<file path="config.mk">
export PLATFORM = sky130hd
export DESIGN_NAME = mips_mem_arbiter
export DESIGN_NICKNAME = d
export VERILOG_FILES = /design/src/rtl/mips_mem_pkg.sv /design/src/rtl/mips_rr_arbiter.sv /design/src/rtl/mips_mem_arbiter.sv
export SDC_FILE = /design/constraint.sdc
export NUM_CORES = 1
export LEC_CHECK = 0
export BUFFER_PORTS_ARGS = -buffer_cell sky130_fd_sc_hd__buf_4
export CAP_MARGIN = 20
export CORE_AREA = 8 8 103 105
export DETAILED_ROUTE_END_ITERATION = 16
export DIE_AREA = 0 0 111 113
export PLACE_DENSITY = 0.74
export SLEW_MARGIN = 20
export SYNTH_ARGS = -nofsm -noshare
export SYNTH_HDL_FRONTEND = slang
export SYNTH_SLANG_ARGS = --single-unit
</file>
<file path="constraint.sdc">
create_clock -name clk -period 3.6 [get_ports clk]
set_clock_uncertainty 0.15 [all_clocks]
set_input_delay 0.36 -clock clk [delete_from_list [all_inputs] [get_ports clk]]
set_output_delay 0.36 -clock clk [all_outputs]
set_load 0.01 [all_outputs]
</file>
<file path="src/rtl/mips_mem_pkg.sv">
// Shared types and constants for the MIPS cache/write-buffer memory arbiter.
package mips_mem_pkg;

  typedef enum logic [1:0] {
    IDLE  = 2'd0,
    FILL  = 2'd1,
    WRITE = 2'd2
  } state_t;

  localparam int unsigned CH_INSTR   = 0;
  localparam int unsigned CH_DATA    = 1;

  localparam int unsigned PRIO_FIXED = 0;
  localparam int unsigned PRIO_RR    = 1;

endpackage

</file>
<file path="src/rtl/mips_rr_arbiter.sv">
// Fixed-priority or round-robin request arbiter with an eligibility mask;
// returns a one-hot grant and its binary index.
module mips_rr_arbiter import mips_mem_pkg::*; #(
  parameter int unsigned N       = 2,
  parameter int unsigned RR_MODE = PRIO_FIXED,
  localparam int unsigned PW     = (N > 1) ? $clog2(N) : 1
) (
  input  logic [N-1:0]  req_i,
  input  logic [PW-1:0] ptr_i,
  input  logic [N-1:0]  en_i,
  output logic [N-1:0]  gnt_o,
  output logic [PW-1:0] idx_o
);

  logic [PW-1:0] cand;
  logic          found;

  // Scan from ptr_i (round-robin) or from 0 (fixed); first eligible request wins.
  always_comb begin
    gnt_o = '0;
    idx_o = '0;
    found = 1'b0;
    cand  = '0;
    for (int unsigned o = 0; o < N; o++) begin
      cand = (RR_MODE == PRIO_RR) ? PW'((32'(ptr_i) + o) % N) : PW'(o);
      if (!found && req_i[cand] && en_i[cand]) begin
        found       = 1'b1;
        gnt_o[cand] = 1'b1;
        idx_o       = cand;
      end
    end
  end

endmodule

</file>
<file path="src/rtl/mips_mem_arbiter.sv">
// Arbitrates cache line refills and write-buffer drains onto one Avalon master,
// with critical-word-first wrap and a write-buffer high-water override.
module mips_mem_arbiter import mips_mem_pkg::*; #(
  parameter int unsigned NUM_RD        = 2,
  parameter int unsigned LINE_WORDS    = 4,
  parameter int unsigned WRAP_FILL     = 1,
  parameter int unsigned RR_MODE       = PRIO_FIXED,
  parameter int unsigned WB_DEPTH      = 8,
  parameter int unsigned WB_HIGH_WATER = 6,
  localparam int unsigned WW = (LINE_WORDS > 1) ? $clog2(LINE_WORDS) : 1,
  localparam int unsigned LW = $clog2(WB_DEPTH + 1),
  localparam int unsigned PW = (NUM_RD > 1) ? $clog2(NUM_RD) : 1
) (
  input  logic                 clk,
  input  logic                 rst,
  input  logic [NUM_RD-1:0]    rd_req,
  input  logic [32*NUM_RD-1:0] rd_addr,
  output logic [NUM_RD-1:0]    rd_valid,
  output logic [31:0]          rd_data,
  output logic [WW-1:0]        rd_word,
  output logic                 rd_last,
  input  logic                 wr_req,
  input  logic [31:0]          wr_addr,
  input  logic [31:0]          wr_data,
  input  logic [3:0]           wr_byteenable,
  input  logic [LW-1:0]        wb_level,
  output logic                 wr_ack,
  output logic [31:0]          mem_address,
  output logic                 mem_read,
  output logic                 mem_write,
  output logic [31:0]          mem_writedata,
  output logic [3:0]           mem_byteenable,
  input  logic                 waitrequest,
  input  logic [31:0]          mem_readdata,
  output logic                 busy
);

  localparam int unsigned  OFF      = $clog2(LINE_WORDS) + 2;
  localparam logic [31:0]  BASEMASK = ~((32'd1 << OFF) - 32'd1);
  localparam logic [WW-1:0] IDXMASK = WW'(LINE_WORDS - 1);

  state_t        state_q, state_d;
  logic [PW-1:0] g_q, g_d, rr_q, rr_d;
  logic [31:0]   base_q, base_d;
  logic [WW-1:0] s_q, s_d, k_q, k_d;

  logic [NUM_RD-1:0] en, gnt;
  logic [PW-1:0]     gidx;
  logic [31:0]       sel_addr;
  logic [WW-1:0]     widx;
  logic              last_word, hi_water;

  // A pending write hides the data channel so the buffer drains before any data refill.
  always_comb begin
    en = '1;
    if (wr_req) en[CH_DATA] = 1'b0;
  end

  mips_rr_arbiter #(
    .N       (NUM_RD),
    .RR_MODE (RR_MODE)
  ) u_arb (
    .req_i (rd_req),
    .ptr_i (rr_q),
    .en_i  (en),
    .gnt_o (gnt),
    .idx_o (gidx)
  );

  assign sel_addr  = rd_addr[32*int'(gidx) +: 32];
  assign widx      = (s_q + k_q) & IDXMASK;
  assign last_word = (k_q == IDXMASK);
  assign hi_water  = wr_req && (32'(wb_level) >= WB_HIGH_WATER);
  assign busy      = (state_q != IDLE);

  always_comb begin
    state_d = state_q;
    g_d     = g_q;
    rr_d    = rr_q;
    base_d  = base_q;
    s_d     = s_q;
    k_d     = k_q;
    unique case (state_q)
      IDLE: begin
        if (hi_water) begin
          state_d = WRITE;
        end else if (|gnt) begin
          state_d = FILL;
          g_d     = gidx;
          base_d  = sel_addr & BASEMASK;
          s_d     = (WRAP_FILL != 0) ? (WW'(sel_addr >> 2) & IDXMASK) : '0;
          k_d     = '0;
        end else if (wr_req) begin
          state_d = WRITE;
        end
      end
      FILL: begin
        if (!waitrequest) begin
          k_d = k_q + WW'(1);
          if (last_word) begin
            state_d = IDLE;
            k_d     = '0;
            if (RR_MODE == PRIO_RR) rr_d = PW'((32'(g_q) + 1) % NUM_RD);
          end
        end
      end
      WRITE: begin
        if (!waitrequest) state_d = IDLE;
      end
      default: state_d = IDLE;
    endcase
  end

  // Strobes are masked while reset is asserted so an aborted transfer is never reported.
  always_comb begin
    mem_address    = '0;
    mem_read       = 1'b0;
    mem_write      = 1'b0;
    mem_writedata  = '0;
    mem_byteenable = 4'b0000;
    rd_valid       = '0;
    rd_data        = '0;
    rd_word        = '0;
    rd_last        = 1'b0;
    wr_ack         = 1'b0;
    unique case (state_q)
      FILL: begin
        mem_read       = 1'b1;
        mem_byteenable = 4'b1111;
        mem_address    = base_q + 32'({widx, 2'b00});
        rd_word        = widx;
        if (!waitrequest && rst) begin
          rd_valid[g_q] = 1'b1;
          rd_data       = mem_readdata;
          rd_last       = last_word;
        end
      end
      WRITE: begin
        mem_write      = 1'b1;
        mem_address    = wr_addr;
        mem_writedata  = wr_data;
        mem_byteenable = wr_byteenable;
        wr_ack         = !waitrequest && rst;
      end
      default: ;
    endcase
  end

  always_ff @(posedge clk) begin
    if (!rst) begin
      state_q <= IDLE;
      g_q     <= '0;
      rr_q    <= '0;
      base_q  <= '0;
      s_q     <= '0;
      k_q     <= '0;
    end else begin
      state_q <= state_d;
      g_q     <= g_d;
      rr_q    <= rr_d;
      base_q  <= base_d;
      s_q     <= s_d;
      k_q     <= k_d;
    end
  end

endmodule

</file>
==> run summary <==
via count = 3383
Lkg Pwr = 2.83 nW
count leader, synth = nand2_1
placer congestion estimate = 0.851
Filler cells = 860
vias in the first global route = 3362
hold buffers post-CTS = 0
Hold Startpoint = rd_req[0]
share of cells above drive strength 1 = 49.2%
Routed met2 length = 6.68 mm
Die W = 111 um
ratio of final minimum period to clock period = 69.2%
flops & latches, synth = 35
ys flop type = dfxtp_1
syn nets = 520
MaxCap Viol Count = 0
Final WS setup = 1110 ps
CTS sink cnt = 35
Starting Density = 28.8%
Die Y = 113 um
grt ovf = 0
placeable core region = 8980 sq um
Reg clk slew, reported paths = 70 ps
First-pass DRT Iterations = 6
Largest delay share family, worst path = simple AND/OR/NAND/NOR gates
status = finished clean
Pint = 1.06 mW
Sequential Power Share = 31.1%
nets = 778
synth top area cells = dfxtp_1, and2_1, o211a_1
total die area = 12500 sq um
R2R setup slack = 1530 ps
Antenna Cells = 0
Critical Path AT = 1980 ps
Worst Tran Pin Value = 680 ps
PostCTS Resize Cnt = 0
Tot Pwr = 1.57 mW
top post-synthesis cells by count = nand2_1, and2_1, dfxtp_1, o211a_1, nand3_1
Slew Viols, Final = 0
Crit path largest cell delay = 580 ps
first-pass GRT wire length = 18.2 mm
Ports = 283
RSZ-0062 raised after global routing = false
Post-synth EDFFs = 0
Async S/R FF share, synth = 0%
RR Endpoint = base_q[22]
Vias/cell = 4.76
worst min path class = primary input to flip-flop
final hold violation count = 0
sequential area share after synthesis = 27.1%
Detailed Place HPWL = 9.93 mm
DRC = 0
Worst Path Required = 3090 ps
Final Setup Violations = 0
yosys warns = 0
clk buf depth = 2
worst vdd ir = 191 uV
WL final = 12.2 mm
Psw = 0.508 mW
Mapped Area = 2580 sq um
initial antenna violation count = 0
hold path depth = 3
relative slew slack = 54.7%
sw frac = 32.4%
uppermost layer routed = met4
crit path launch type = flip-flop
setup TNS = 0 ps
post-synth top area cell = dfxtp_1
clock latency on the worst-skew pair = 280 ps
pre-CTS setup slack = 971 ps
Detail Route met3 WL = 939 um
cell count after synthesis = 341
setup bufs post-CTS = 0
Synth top area share = 27.1%
worst path cell trace = inv_1, ha_1, and2_2, a22o_1, buf_4
Routed Antenna Nets = 0
Starting DRT DRC Count = 179
Gate power share = 45.4%
htree depth = 2
cell area power density = 325 nW/um^2
Area Growth Syn to Fin = 87.0%
max frequency = 0.401 GHz
CP Buf/Inv Count = 2
critical path class = flip-flop to output port
endpoint class of the critical path = output port
slowest CP cell = and2_2
sequential cell area = 701 sq um
std cell rows = 35
CTS tree = done
Avg WL per Cell = 17.2 um
WL met1 = 4.46 mm
TritonCTS Buffers = 5
post-synthesis average cell area = 7.57 sq um
area of the multi-input gates = 1740 sq um
reg2reg path depth = 7
Hold EP = g_q
root cell of the clock tree = clkbuf_8
largest net degree at the start of global routing = 63
post-synth cell types = 30
Buffers on Ports = 277
worst r2r src = state_q[1]
clock power share = 23.5%
GR Util All Layers = 17.7%
Final min period = 2490 ps
Max FO, Critical Path = 28
worst max-delay path by stage:
stage | depth (start not counted) | to | start
5_1_grt | 5 | mem_address[6] | state_q[1]
2_1_floorplan | 7 | mem_address[11] | state_q[1]
4_1_cts | 5 | mem_address[6] | state_q[1]
3_3_place_gp | 5 | mem_address[10] | state_q[0]
3_5_place_dp | 5 | mem_address[6] | state_q[0]
6_report | 5 | mem_address[6] | state_q[1]
sequential cells by signal (all words and copies together), names as in the netlist:
signal,count
base_q,28
k_q,2
s_q,2
state_q,2
g_q,1
power groups by stage:
| stage | Sequential (mW) | Clock, mW | Combinational, mW |
|---|---|---|---|
| finish | 0.487 | 0.368 | 0.712 |
| global route | 0.493 | 0.396 | 0.777 |
| CTS | 0.487 | 0.379 | 0.723 |
| detailed placement | 0.495 | 0 | 0.721 |
| global placement | 0.494 | 0 | 0.708 |
| floorplan | 0.483 | 0 | 0.366 |
tightest hold or removal path: cells and delay by family:
kind / cells / cell delay (ps)
AND/OR/NAND/NOR: 1 / 50
buffers and inverters: 1 / 110
AO/OA/AOI/OAI: 1 / 110
routing by layer:
| layer | up-vias | GRT usage [%] |
|---|---|---|
| met1 | 1531 | 18.0 |
| met4 | 0 | 3.60 |
| met3 | 10 | 5.82 |
| met2 | 160 | 34.3 |
| met5 | - | 0 |
| li1 | 1682 | - |
cells in the final DEF, fill, tap and decap left out:
cell       synthesis  final
a211oi_1           1      1
a21o_1             1      1
a21oi_1            3      3
a221oi_4           1      1
a22o_1            28     28
a32o_1             1      1
and2_1            69     68
and2_2             0      1
and3_1             2      2
and3b_1            1      1
buf_4              0    282
bufinv_16          0      1
clkbuf_8           0      6
clkinv_2           0      1
dfxtp_1           35     35
ha_1               5      5
inv_1              4      4
mux2i_1            3      3
nand2_1           75     75
nand2b_4           1      1
nand3_1           31     31
nor2_1             4      4
nor2b_1            5      5
nor3_1             1      1
nor3b_2            0      1
o211a_1           32     32
o21ai_0            1      1
o2bb2ai_1          1      1
or3_1              1      1
or3b_2             1      1
xnor2_1            1      1
xor2_1             1      1
cell type report:
type | count | area share, %
inverters | 4 | 0.311
repair buffers | 282 | 43.8
multi-input cells | 271 | 36.0
flip-flops and latches | 35 | 14.5
well taps | 111 | 2.88
clock inverters | 2 | 0.726
clock buffers | 6 | 1.71
kinds of logic after synthesis:
| group | Yosys count | share of synthesized area [%] |
|---|---|---|
| adders and majority gates | 5 | 2.42 |
| muxes | 3 | 1.16 |
| buffers and inverters | 35 | 5.77 |
| xor gates and xnor gates | 2 | 0.678 |
| AOI/OAI and AO/OA | 69 | 25.0 |
| and+or+nand+nor | 192 | 37.8 |
| DFF | 35 | 27.1 |
stage by stage:
step                      std cells  hold WS, ps  cell area [sq um]  util, %
after floorplan                 341          314               2580        -
after global placement          703          323               4710     52.5
after detailed placement        703          338               4710     52.5
after CTS                       711          251               4830     53.8
after global routing            711          255               4830     53.8
final                           711          255               4830     53.8
Note: power is estimated with default switching activity, not from simulation.
